--- src/rtl/multi_axis_step_sequencer.sv ---
// multi_axis_step_sequencer
//
// Coordinated step/dir sequencer for NUM_AXES motor channels. One command
// carries a step count, step period and direction for every axis; all axes
// start together and a single done pulse marks the end of the whole move.
//
// Optional feature: define STEPPER_POSITION_EN to add per-axis signed
// position counters (ports pos/pos_clear and parameter POS_W).
//
// Ports:
//   clock       system clock, rising edge
//   reset       synchronous active-high reset
//   en          1 = run, 0 = freeze counters, phases and step levels
//   cmd_valid   command present
//   cmd_ready   high while idle; command taken on cmd_valid & cmd_ready
//   cmd_steps   packed per-axis step counts, axis 0 in the LSBs
//   cmd_period  packed per-axis step periods in clock cycles
//   cmd_dir     per-axis direction
//   abort       cancel the move in progress (no done pulse)
//   step_out    per-axis step pulses
//   dir_out     per-axis registered direction
//   busy        move in progress
//   done        one-cycle pulse when every axis has finished
//   pos         packed signed positions (STEPPER_POSITION_EN only)
//   pos_clear   zero all positions (STEPPER_POSITION_EN only)

module multi_axis_step_sequencer #(
  parameter int NUM_AXES    = 2,
  parameter int STEP_W      = 16,
  parameter int PERIOD_W    = 20,
  parameter int PULSE_WIDTH = 2,
  parameter int DIR_SETUP   = 1
`ifdef STEPPER_POSITION_EN
  ,
  parameter int POS_W       = 24
`endif
) (
  input  logic                         clock,
  input  logic                         reset,
  input  logic                         en,
  input  logic                         cmd_valid,
  output logic                         cmd_ready,
  input  logic [NUM_AXES*STEP_W-1:0]   cmd_steps,
  input  logic [NUM_AXES*PERIOD_W-1:0] cmd_period,
  input  logic [NUM_AXES-1:0]          cmd_dir,
  input  logic                         abort,
  output logic [NUM_AXES-1:0]          step_out,
  output logic [NUM_AXES-1:0]          dir_out,
  output logic                         busy,
`ifdef STEPPER_POSITION_EN
  output logic [NUM_AXES*POS_W-1:0]    pos,
  input  logic                         pos_clear,
`endif
  output logic                         done
);

  typedef enum logic [2:0] {IDLE, SETUP, HIGH, LOW, FIN} axis_state_t;

  // The low phase must last at least one cycle, so periods are clamped up.
  localparam logic [PERIOD_W-1:0] MIN_PERIOD = PERIOD_W'(PULSE_WIDTH + 1);
  localparam logic [PERIOD_W-1:0] HIGH_LOAD  = PERIOD_W'(PULSE_WIDTH - 1);
  localparam logic [PERIOD_W-1:0] LOW_OFFSET = PERIOD_W'(PULSE_WIDTH + 1);
  localparam logic [PERIOD_W-1:0] SETUP_LOAD = PERIOD_W'(DIR_SETUP);

  axis_state_t         state          [NUM_AXES];
  axis_state_t         state_next     [NUM_AXES];
  logic [PERIOD_W-1:0] cnt            [NUM_AXES];
  logic [PERIOD_W-1:0] cnt_next       [NUM_AXES];
  logic [STEP_W-1:0]   remaining      [NUM_AXES];
  logic [STEP_W-1:0]   remaining_next [NUM_AXES];
  logic [PERIOD_W-1:0] period_q       [NUM_AXES];
  logic                all_fin_next;
  logic                accept;
  logic                advance;

  assign cmd_ready = ~busy;
  assign accept    = cmd_valid & cmd_ready & ~abort;
  assign advance   = busy & en & ~abort;

  always_comb begin
    for (int i = 0; i < NUM_AXES; i++) begin
      step_out[i] = (state[i] == HIGH);
    end
  end

  // Phase counters count down to zero. SETUP is loaded with DIR_SETUP on the
  // accept edge, so it spans DIR_SETUP+1 register cycles and the first pulse
  // appears DIR_SETUP+1 edges after accept. LOW is loaded with
  // period-PULSE_WIDTH-1 so one full step takes exactly period cycles.
  always_comb begin
    all_fin_next = 1'b1;
    for (int i = 0; i < NUM_AXES; i++) begin
      state_next[i]     = state[i];
      cnt_next[i]       = cnt[i];
      remaining_next[i] = remaining[i];
      unique case (state[i])
        SETUP: begin
          if (cnt[i] == '0) begin
            state_next[i] = HIGH;
            cnt_next[i]   = HIGH_LOAD;
          end else begin
            cnt_next[i] = cnt[i] - 1'b1;
          end
        end
        HIGH: begin
          if (cnt[i] == '0) begin
            state_next[i] = LOW;
            cnt_next[i]   = period_q[i] - LOW_OFFSET;
          end else begin
            cnt_next[i] = cnt[i] - 1'b1;
          end
        end
        LOW: begin
          if (cnt[i] == '0) begin
            if (remaining[i] == STEP_W'(1)) begin
              state_next[i]     = FIN;
              remaining_next[i] = '0;
            end else begin
              state_next[i]     = HIGH;
              remaining_next[i] = remaining[i] - 1'b1;
              cnt_next[i]       = HIGH_LOAD;
            end
          end else begin
            cnt_next[i] = cnt[i] - 1'b1;
          end
        end
        default: begin
        end
      endcase
      if (state_next[i] != FIN) all_fin_next = 1'b0;
    end
  end

  // Priority: reset, abort, accept, then normal advance. The edge on which
  // every axis would reach FIN raises done and returns straight to IDLE.
  always_ff @(posedge clock) begin
    if (reset) begin
      for (int i = 0; i < NUM_AXES; i++) begin
        state[i]     <= IDLE;
        cnt[i]       <= '0;
        remaining[i] <= '0;
        period_q[i]  <= '0;
      end
      dir_out <= '0;
      busy    <= 1'b0;
      done    <= 1'b0;
    end else begin
      done <= 1'b0;
      if (abort) begin
        for (int i = 0; i < NUM_AXES; i++) state[i] <= IDLE;
        busy <= 1'b0;
      end else if (accept) begin
        busy    <= 1'b1;
        dir_out <= cmd_dir;
        for (int i = 0; i < NUM_AXES; i++) begin
          remaining[i] <= cmd_steps[i*STEP_W +: STEP_W];
          period_q[i]  <= (cmd_period[i*PERIOD_W +: PERIOD_W] < MIN_PERIOD)
                          ? MIN_PERIOD : cmd_period[i*PERIOD_W +: PERIOD_W];
          cnt[i]       <= SETUP_LOAD;
          state[i]     <= (cmd_steps[i*STEP_W +: STEP_W] == '0) ? FIN : SETUP;
        end
      end else if (advance) begin
        if (all_fin_next) begin
          for (int i = 0; i < NUM_AXES; i++) state[i] <= IDLE;
          busy <= 1'b0;
          done <= 1'b1;
        end else begin
          for (int i = 0; i < NUM_AXES; i++) begin
            state[i]     <= state_next[i];
            cnt[i]       <= cnt_next[i];
            remaining[i] <= remaining_next[i];
          end
        end
      end
    end
  end

`ifdef STEPPER_POSITION_EN
  // A step is counted on the same edge its pulse rises; pos_clear wins over
  // a coinciding step, and abort leaves positions untouched.
  always_ff @(posedge clock) begin
    if (reset || pos_clear) begin
      pos <= '0;
    end else if (advance && !all_fin_next) begin
      for (int i = 0; i < NUM_AXES; i++) begin
        if (state_next[i] == HIGH && state[i] != HIGH) begin
          pos[i*POS_W +: POS_W] <= dir_out[i] ? pos[i*POS_W +: POS_W] + POS_W'(1)
                                              : pos[i*POS_W +: POS_W] - POS_W'(1);
        end
      end
    end
  end
`endif

endmodule
--- config.mk ---
export PLATFORM = sky130hd
export DESIGN_NAME = multi_axis_step_sequencer
export DESIGN_NICKNAME = d
export VERILOG_FILES = /design/src/rtl/multi_axis_step_sequencer.sv
export SDC_FILE = /design/constraint.sdc
export NUM_CORES = 1
export LEC_CHECK = 0
export BUFFER_PORTS_ARGS = -buffer_cell sky130_fd_sc_hd__buf_2
export CAP_MARGIN = 10
export CORE_MARGIN = 8
export CORE_UTILIZATION = 54
export DETAILED_ROUTE_END_ITERATION = 7
export HOLD_SLACK_MARGIN = 0.06
export MAX_ROUTING_LAYER = met4
export PLACE_DENSITY = 0.78
export SYNTH_ARGS = -nofsm -noshare
export SYNTH_HDL_FRONTEND = slang
export SYNTH_SLANG_ARGS = --single-unit
--- constraint.sdc ---
create_clock -name clock -period 4 [get_ports clock]
set_input_delay 0.2 -clock clock [delete_from_list [all_inputs] [get_ports clock]]
set_output_delay 0.2 -clock clock [all_outputs]
set_load 0.01 [all_outputs]
==> results of run 1 <==
metrics by stage:
stage	hold slack (ns)	instance area [um^2]	utilization, %	instances
after floorplan	0.3073	7591	-	757
final	0.06865	8929	64.57	1046
after global routing	0.07539	8929	64.57	1046
after global placement	0.4174	8212	59.39	1004
after CTS	0.06094	8929	64.57	1046
after detailed placement	0.4320	8212	59.39	1004
area by class of cell:
cell class | instances | area (um^2)
Tap cell | 180 | 225.2
Sequential cell | 122 | 3623
Multi-Input combinational cell | 597 | 3824
Timing Repair Buffer | 102 | 590.6
Fill cell | 1055 | 4898
Clock buffer | 24 | 501.7
Inverter | 13 | 48.80
Clock inverter | 8 | 115.1
critical path, stage by stage, from the launching register on:
cell	delay [ns]
edfxtp_1	0.43
inv_1	0.10
ha_1	0.19
or3b_2	0.52
nor4_2	0.37
nand3_1	0.14
a22oi_2	0.65
buf_12	0.27
o21ai_0	0.12
power breakdown:
part	internal, mW	switching (mW)	total [mW]
clock	1.06	0.543	1.60
sequential	1.49	0.0946	1.59
combinational	0.178	0.231	0.409
total	2.73	0.869	3.59
repair_timing:
action,CTS,global route
endpoints found under the hold margin,10,0
endpoints found under the setup margin,0,0
hold buffers,10,0
metal layers:
metal / vias to the layer above / track usage, %
met4: 0 / 10.61
li1: 3093 / -
met1: 3082 / 23.75
met5: - / -
met3: 57 / 4.421
met2: 262 / 37.29
state kept, by name (all words and copies together), names as in the netlist:
name       flops
cnt           40
period_q      40
remaining     32
state          6
dir_out        2
busy           1
done           1
Yosys cell counts, types with 5 or more instances:
| cell | number |
|---|---|
| nand4_1 | 18 |
| clkbuf_1 | 15 |
| and2_1 | 38 |
| inv_1 | 13 |
| o21ai_0 | 41 |
| o31ai_1 | 18 |
| ha_1 | 9 |
| and4_1 | 7 |
| nand4b_1 | 6 |
| xnor2_1 | 42 |
| nand3_1 | 23 |
| nor3b_1 | 6 |
| edfxtp_1 | 118 |
| or3_1 | 7 |
| mux2i_1 | 5 |
| a21oi_1 | 32 |
| buf_2 | 9 |
| nor4_1 | 38 |
| o31a_1 | 15 |
| nand2_1 | 79 |
| nor2_1 | 64 |
| or4_1 | 12 |
| xor2_1 | 29 |
| nor3_1 | 31 |
| a22oi_1 | 7 |
final timing paths:
check / start / end / cells after the start
setup / recovery: cnt[0][20]$_DFFE_PP_ / cnt[0][20]$_DFFE_PP_ / 8
hold / removal: cmd_period[23] / period_q[0][23]$_SDFFCE_PN0P_ / 2
setup reg to reg: cnt[0][20]$_DFFE_PP_ / cnt[0][20]$_DFFE_PP_ / 8
hold reg to reg: dir_out[1]$_SDFFE_PP0P_ / dir_out[1]$_SDFFE_PP0P_ / 1
logic make-up after synthesis:
| family | share of synthesized area, % |
|---|---|
| simple gates | 26.80 |
| fa+ha+maj | 1.483 |
| compound gates | 13.00 |
| flops | 47.73 |
| mux | 0.6593 |
| buf+inv | 2.126 |
| xor+xnor | 8.192 |
==> impl_metrics.csv, run 1 <==
group,metric,value,unit
outcome,outcome,"finished clean",
synthesis,async_flop_share,0,%
place,io_buffers,85,
grt,antenna_found_initial,0,
timing,setup_ws,0.9034,ns
detailed_routing,ant_nets,0,
job,maxCapViolations,0,
timing,setup_viol,0,
timing,fin_worst_skew,0.01377,ns
synthesis,synth_ff_type,"edfxtp_1",
floorplanning,die_x,134.6,um
synthesis,ys_warn_count,0,
timing,hold_viol_final,0,
detailed_routing,top_layer_used,"met4",
detailed_routing,route.met3.wl,1104,um
worst_hold_path,hold_path_class,"in2reg",
synthesis,synth_seq_cells,122,
setup_path,cp_max_fo,32,
setup_path,end_kind,"flip-flop",
timing,maxSlewViolCount,0,
floorplanning,die_area,18110,um^2
cts,cts_tree,"done",
setup_path,rrSetupSlack,0.90,ns
floorplanning,rows,43,
grt,grt-ovfl-total,0,
setup_path,start_kind,"flip-flop",
cts,cts_setup_buffers,0,
cts,htreeDepth,4,
grt,grt_first_pass_wirelength,30840,um
detailed_routing,drc,0,
timing,fin_crit_sh,77.41,%
power_and_ir_drop,ir_drop,0.2757,mV
detailed_routing,route.vias.total,6494,
cells_and_area,final_cell_mix,"edfxtp_1, buf_2, nand2_1",
synthesis,syn-num-nets,845,
synthesis,synthDistinctLibCells,58,
detailed_routing,wl_met2,9788,um
timing,max_freq,0.3229,GHz
cells_and_area,drive_gt1_share,16.86,%
cts,clock_sinks,122,
cts,clk_pin_slew_worst_paths,0.06,ns
detailed_routing,first_pass_iters,6,
detailed_routing,wl_met1,7370,um
cts,numCtsBuffers,17,
floorplanning,die_h,134.6,um
cells_and_area,area_growth,17.62,%
place,post-dp-hpwl,13380,um
cts,cts.repair.resized,0,
timing,slew-limit-headroom,25.29,%
synthesis,syn_inst,757,
timing,period_needed,3.097,ns
floorplanning,io_pins,86,
synthesis,netlist_area,7591,um^2
synthesis,post-synth-top-area-fraction,46.68,%
setup_path,critPathKind,"reg2reg",
grt,grt_start_max_net_pins,42,
detailed_routing,drt-total-wl,18930,um
grt,grt_pass1_vias,6517,
power_and_ir_drop,p_total,3.595,mW
setup_path,critPathRequiredTime,4.14,ns
cts,insertion_delay,0.43,ns
cells_and_area,final_common_cell,"edfxtp_1",
setup_path,crit_arrival,3.23,ns
synthesis,ys_top_cells_by_area,"edfxtp_1, xnor2_1, nand2_1",
synthesis,synth_edf_count,118,
detailed_routing,wl_per_cell,18.09,um
detailed_routing,drtIter0Drc,601,
power_and_ir_drop,powerDensity,402.6,nW/um^2
cts,clockBufferDepth,2,
floorplanning,start_util,54.90,%
synthesis,avgSynthCellArea,10.03,um^2
timing,tightestPinTransition,1.116,ns
detailed_routing,vias_per_cell,6.208,
synthesis,ys_seq_area_share,47.73,%
place,dp_slack,0.9461,ns
power_and_ir_drop,leakage,3.169,nW
timing,setup_tns,0,ns
place,gp_congestion,0.8870,
cells_and_area,diodes,0,
cells_and_area,nets,941,
floorplanning,core,13830,um^2
grt,grt.total_usage,21.75,%
timing,rsz0062_at_grt,"no",
cts,ctsRootBufferMaster,"clkbuf_16",
synthesis,synth_area_leader_cell,"edfxtp_1",
No activity file was read; power rests on OpenSTA's default activity.
==> run 2: changes to the inputs <==
- ABC_AREA: unset -> 1
- clock period: 4 -> 2.5 ns (I/O delays scaled with it)
==> run 2 against run 1 <==
Effect of this change:
- critical path depth rose by 7
- power up 67%
- non-clock buffer count rose by 124
- combinational power rose by 140%
- count of clock-buffer cells in the layout shrank 3
- routed wire length is 24% higher
- critical endpoint is now cnt[0][33]$_SDFFCE_PP0P_
- largest cell class unchanged
==> impl_metrics.csv, run 2 <==
group,metric,value,unit
outcome,outcome,"finished clean",
worst_hold_path,hold_start,"cmd_period[21]",
cts,clk_pin_slew_worst_paths,0.05,ns
detailed_routing,drt-total-wl,23460,um
cells_and_area,stdcell_area,10510,um^2
grt,grt-ovfl-total,0,
timing,setup_ws,0.04163,ns
detailed_routing,wl_per_cell,17.16,um
place,dpl_cell_area,8788,um^2
cells_and_area,area_growth,34.90,%
place,post-dp-hpwl,14130,um
setup_path,rr_endpoint,"cnt[0][33]$_SDFFCE_PP0P_",
worst_hold_path,hold_path_class,"in2reg",
cells_and_area,final_common_cell,"nor2_1",
cells_and_area,largestRegisters,"cnt x40, period_q x40, remaining x32",
cts,numCtsBuffers,17,
timing,maxSlewViolCount,0,
setup_path,rrSetupSlack,0.04,ns
detailed_routing,drc,0,
setup_path,start_kind,"flip-flop",
synthesis,synth_ff_type,"edfxtp_1",
cts,clock_sinks,122,
setup_path,crit_arrival,2.65,ns
floorplanning,die_x,136.1,um
power_and_ir_drop,combPwrFrac,16.3,%
setup_path,critPathKind,"reg2reg",
floorplanning,die_h,136.1,um
power_and_ir_drop,leakage,4.572,nW
place,io_buffers,85,
job,maxCapViolations,0,
floorplanning,start_util,54.41,%
cts,ctsRootBufferMaster,"clkbuf_16",
timing,setup_viol,0,
floorplanning,die_area,18520,um^2
power_and_ir_drop,switchingPower,1.533,mW
synthesis,yosysMostFrequentCell,"nor2_1",
synthesis,avgSynthCellArea,8.276,um^2
cells_and_area,nets,1256,
floorplanning,io_pins,86,
timing,max_freq,0.4068,GHz
grt,grt_start_max_net_pins,60,
setup_path,worstReg2RegStart,"remaining[0][7]$_DFFE_PP_",
floorplanning,core,14310,um^2
synthesis,syn_inst,941,
detailed_routing,drtIter0Drc,722,
grt,grt_pass1_vias,7323,
place,gp_congestion,0.9056,
setup_path,end_kind,"flip-flop",
synthesis,ys_warn_count,0,
cts,insertion_delay,0.43,ns
timing,hold_viol_final,0,
floorplanning,rows,44,
cells_and_area,drive_gt1_share,22.95,%
detailed_routing,route.vias.total,7716,
detailed_routing,first_pass_iters,5,
power_and_ir_drop,power_frac_clock,42.1,%
setup_path,critPathRequiredTime,2.69,ns
power_and_ir_drop,p_sw_share,25.51,%
synthesis,synth_area_leader_cell,"edfxtp_1",
power_and_ir_drop,p_total,6.008,mW
synthesis,synth_edf_count,118,
cells_and_area,final_util,73.39,%
detailed_routing,vias_per_cell,5.644,
synthesis,ys_seq_area_share,46.53,%
synthesis,ys_top_cells_by_count,"nor2_1, nand2_1, inv_1, edfxtp_1, xor2_1",
place,dp_slack,0.02848,ns
grt,grt.total_usage,25.00,%
setup_path,r2r_cells,15,
worst_hold_path,hold_path_end,"period_q[0][21]$_SDFFCE_PN0P_",
synthesis,syn-num-nets,1029,
grt,antenna_found_initial,2,
grt,grt_first_pass_wirelength,35610,um
cts,cts_tree,"done",
power_and_ir_drop,ir_drop,0.4028,mV
synthesis,async_flop_share,0,%
power_and_ir_drop,seqPwrFrac,41.6,%
timing,rsz0062_at_grt,"yes",
timing,fin_worst_skew,0.005926,ns
cts,htreeDepth,4,
synthesis,synth_seq_cells,122,
power_and_ir_drop,powerDensity,571.9,nW/um^2
synthesis,ys_top_cells_by_area,"edfxtp_1, nor2_1, nand2_1",
cts,clockBufferDepth,2,
cells_and_area,final_cell_mix,"nor2_1, nand2_1, edfxtp_1",
detailed_routing,ant_nets,0,
timing,slew-limit-headroom,57.19,%
worst_hold_path,min_path_cells,3,
synthesis,synthDistinctLibCells,46,
setup_path,cp_max_fo,20,
synthesis,post-synth-top-area-fraction,45.50,%
synthesis,netlist_area,7787,um^2
timing,period_needed,2.458,ns
timing,fin_crit_sh,98.33,%
power_and_ir_drop,internal_power,4.475,mW
timing,tightestPinTransition,0.6405,ns
## run 2: cell types whose count changed in the layout (fill, tap and decap cells not counted), sizes merged, moves of 18 or more
cell / previous run / this run
buf: 92 / 162
and2: 38 / 0
inv: 13 / 122
nor2: 64 / 193
xor2: 29 / 55
nand2: 79 / 153
o31ai: 18 / 0
dlygate4sd3: 10 / 63
nor4: 45 / 26
## run 2: cell type report
| type | instances | area [um^2] |
|---|---|---|
| antenna | 2 | 5.005 |
| tap | 184 | 230.2 |
| inverter | 125 | 479.2 |
| multi-input combinational | 676 | 3837 |
| fill | 938 | 3809 |
| clock inverter | 11 | 151.4 |
| clock buffer | 21 | 440.4 |
| timing repair buffer | 226 | 1738 |
| sequential | 122 | 3623 |
## run 2: cells by family after synthesis
kind of cell | after synthesis | share of synthesized area [%]
compound gates | 117 | 8.933
flops | 122 | 46.53
buf+inv | 143 | 7.150
fa+ha+maj | 9 | 1.446
simple gates | 467 | 26.61
xor+xnor | 83 | 9.335
## run 2: per-layer routing
layer	share of wire (%)	GRT usage, %
met1	39	29.77
met2	49	40.49
met3	7.2	5.395
met4	4.0	10.31
met5	0	-
## run 2: worst max-delay path: stages, from the launching register on
cell and delay (ns):
edfxtp_1 0.44, nor2_2 0.16, nand2_1 0.09, nor2_2 0.16, nand2_1 0.11, nor2_2 0.17, nand3_2 0.09, nand2_2 0.08
nand2_2 0.07, nor2_4 0.14, nand2_4 0.10, nand2_4 0.10, nand2_4 0.08, nand2_1 0.12, clkinvlp_4 0.12, buf_12 0.17
## run 2: worst max path at each step
| stage | start | endpoint | slack (ns) | cells after the start |
|---|---|---|---|---|
| 6_report | remaining[0][7]$_DFFE_PP_ | cnt[0][33]$_SDFFCE_PP0P_ | 0.04 | 15 |
| 5_1_grt | remaining[0][7]$_DFFE_PP_ | cnt[0][39]$_SDFFCE_PP0P_ | -0.16 | 15 |
| 4_1_cts | cnt[0][31]$_SDFFCE_PP0P_ | cnt[0][17]$_SDFFCE_PP0P_ | 0.02 | 13 |
| 3_5_place_dp | cnt[0][31]$_SDFFCE_PP0P_ | cnt[0][17]$_SDFFCE_PP0P_ | 0.03 | 13 |
| 3_3_place_gp | cnt[0][10]$_SDFFCE_PP0P_ | cnt[0][17]$_SDFFCE_PP0P_ | 0.1 | 13 |
| 2_1_floorplan | cnt[0][20]$_DFFE_PP_ | cnt[0][0]$_DFFE_PP_ | -0.03 | 16 |
## run 2: repair_timing
action / 4_1_cts / 5_1_grt
gates resized for setup: 0 / 67
endpoints found under the hold margin: 62 / 0
endpoints found under the setup margin: 0 / 147
buffers inserted: 0 / 33
hold buffers: 63 / 0
## run 2: power groups by stage
stage / Sequential (mW) / Combinational (mW) / Clock [mW]
after floorplan: 2.51 / 0.496 / 0
after global placement: 2.52 / 0.750 / 0
after detailed placement: 2.53 / 0.765 / 0
after CTS: 2.49 / 0.851 / 2.52
after global routing: 2.51 / 1.07 / 2.61
final: 2.50 / 0.980 / 2.53
## run 2: through the flow
stage | hold slack [ns] | cells | setup TNS, ns
after floorplan | 0.2641 | 941 | -1.010
after global placement | 0.3486 | 1236 | 0
after detailed placement | 0.3598 | 1236 | 0
after CTS | 0.06098 | 1331 | 0
after global routing | 0.07633 | 1367 | -12.66
final | 0.08451 | 1367 | 0
==> run 3: changes to the inputs <==
- CORE_MARGIN: 8 -> 3
==> run 3 against run 2 <==
Effect of this change:
- the flow now finishes with violations (setup timing)
- utilization shrank 0.82 points
- combinational power down 6.5%
- non-clock buffer count is 32 lower
- clock power decreased by 8.7%
- routed wire length shrank 4.2%
- critical path type unchanged
- largest cell class unchanged
- largest power group is now registers
- highest routed layer unchanged
==> impl_metrics.csv, run 3 (synthesis gave the netlist of run 2 again) <==
group,metric,value,unit
power_and_ir_drop,leakage,4.414,nW
cells_and_area,nets,1224,
setup_path,critPathKind,"reg2reg",
setup_path,rr_endpoint,"cnt[0][9]$_SDFFCE_PP0P_",
grt,grt_start_max_net_pins,42,
setup_path,r2r_cells,13,
cells_and_area,area_growth,30.37,%
timing,slew-limit-headroom,48.91,%
timing,maxSlewViolCount,0,
setup_path,slowest_stage,"edfxtp_1",
timing,fin_worst_skew,0.009120,ns
setup_path,crit_arrival,2.71,ns
setup_path,crit_path_max_incr_delay,0.45,ns
cells_and_area,drive_gt1_share,18.90,%
setup_path,cp_common_cell,"nand2_4",
setup_path,rrSetupSlack,-0.02,ns
floorplanning,rows,43,
setup_path,crit_end,"cnt[0][9]$_SDFFCE_PP0P_",
outcome,violations,"setup timing",
floorplanning,io_pins,86,
detailed_routing,drc,0,
cells_and_area,final_cell_mix,"nor2_1, nand2_1, edfxtp_1",
setup_path,start_kind,"flip-flop",
grt,grt_pass1_vias,7215,
setup_path,end_kind,"flip-flop",
floorplanning,start_util,55.67,%
setup_path,path_cells,"nor2_1 -> nand2_2 -> nor2_4 -> nand4_1 -> a21oi_1 -> nand3_2 -> nor2_4 -> nand2_4 -> nand2_4 -> nand2_4 -> nand2_2 -> clkinvlp_4 -> buf_12",
cells_and_area,final_common_cell,"nor2_1",
setup_path,cp_max_fo,20,
cells_and_area,stdcell_area,10150,um^2
place,gp_congestion,0.9367,
power_and_ir_drop,p_total,5.719,mW
worst_hold_path,hold_path_class,"in2reg",
power_and_ir_drop,powerDensity,563.3,nW/um^2
cells_and_area,largestRegisters,"cnt x40, period_q x40, remaining x32",
setup_path,critPathLaunch,"cnt[0][22]$_SDFFCE_PP0P_",
detailed_routing,route.vias.total,7480,
cts,cts_tree,"done",
cts,clockBufferDepth,2,
setup_path,critPathRequiredTime,2.69,ns
cts,ctsRootBufferMaster,"clkbuf_16",
floorplanning,die_area,15900,um^2
cts,clk_pin_slew_worst_paths,0.06,ns
timing,period_needed,2.519,ns
cells_and_area,fin_cells,1329,
detailed_routing,first_pass_iters,5,
job,maxCapViolations,0,
floorplanning,core,13990,um^2
timing,rsz0062_at_grt,"yes",
detailed_routing,vias_per_cell,5.628,
outcome,outcome,"finished with violations",
place,post-dp-hpwl,13590,um
place,io_buffers,85,
detailed_routing,ant_nets,0,
cts,insertion_delay,0.43,ns
detailed_routing,wl_per_cell,16.91,um
cts,numCtsBuffers,17,
cts,htreeDepth,4,
timing,tightestPinTransition,0.7470,ns
grt,grt-ovfl-total,0,
timing,hold_viol_final,0,
timing,fin_crit_sh,100.8,%
timing,max_freq,0.3970,GHz
timing,holdWs,0.07416,ns
timing,setup_ws,-0.01879,ns
place,dpl_cell_area,8728,um^2
grt,antenna_found_initial,1,
detailed_routing,drtIter0Drc,848,
detailed_routing,drt-total-wl,22470,um
grt,grt_first_pass_wirelength,34520,um
place,place_inst,1228,
cells_and_area,nFillCells,970,
floorplanning,die_h,126.1,um
timing,setup_viol,20,
setup_path,worstReg2RegStart,"cnt[0][22]$_SDFFCE_PP0P_",
cts,clock_sinks,122,
floorplanning,die_x,126.1,um
grt,grt.total_usage,28.11,%
power_and_ir_drop,ir_drop,0.4250,mV
[run 3: cell count changes in the layout (fill, tap and decap cells not counted), sizes merged]
| cell | previous run | this run |
|---|---|---|
| dlygate4sd3 | 63 | 61 |
| bufinv | 4 | 2 |
| inv | 122 | 121 |
| clkinv | 8 | 12 |
| buf | 162 | 130 |
| diode | 2 | 1 |
[run 3: layout make-up]
class                   count  area [um^2]  area share (%)
repair buffers            194         1544           15.21
multi-input cells         676         3735           36.79
diodes                      1        2.502         0.02465
inverters                 125        481.7           4.745
flip-flops and latches    122         3623           35.69
well taps                 180        225.2           2.218
clock inverters            12        107.6           1.060
clock buffers              19        432.9           4.264
[run 3: critical path, delay by kind of cell, from the launching register on]
kind | cells | cell delay [ns]
and+or+nand+nor | 10 | 1.31
DFF | 1 | 0.45
buffers and inverters | 2 | 0.28
AOI/OAI and AO/OA | 1 | 0.24
[run 3: repair_timing]
action,4_1_cts,5_1_grt
resized for setup,3,38
endpoints found under the hold margin,60,0
gates cloned,0,3
hold buffers,61,0
pin swaps,0,8
buffers inserted,0,5
setup endpoints to repair,10,147
[run 3: worst min-delay path by stage]
stage                              start                            end  slack (ns)  cells past startpoint
after CTS                 cmd_period[21]  period_q[0][21]$_SDFFCE_PN0P_        0.07                      3
after global placement        cmd_dir[0]        dir_out[0]$_SDFFE_PP0P_        0.35                      2
after detailed placement      cmd_dir[1]        dir_out[1]$_SDFFE_PP0P_        0.36                      2
final                     cmd_period[21]  period_q[0][21]$_SDFFCE_PN0P_        0.07                      3
after floorplan               cmd_dir[0]        dir_out[0]$_SDFFE_PP0P_        0.26                      1
after global routing       cmd_period[0]   period_q[0][0]$_SDFFCE_PN0P_        0.09                      3
[run 3: stage by stage]
step | setup slack (ns) | util, % | setup TNS (ns)
final | -0.01879 | 72.58 | -0.2352
after global routing | -0.1637 | 72.58 | -10.03
after CTS | 0.001888 | 70.72 | 0
after detailed placement | 0.02062 | 62.40 | 0
after global placement | 0.1369 | 62.40 | 0
after floorplan | -0.02527 | - | -1.010
[run 3: routing by layer]
metal,up-vias,GRT usage (%),wire length (um)
met4,0,14.20,994
met2,358,45.29,11060
met1,3463,33.75,8773
met5,-,-,0
li1,3562,-,-
met3,97,5.556,1645
[run 3: power by group]
group	internal, mW	switching, mW
Combinational	0.401	0.514
Clock	1.43	0.877
Sequential	2.38	0.110
Total	4.22	1.50
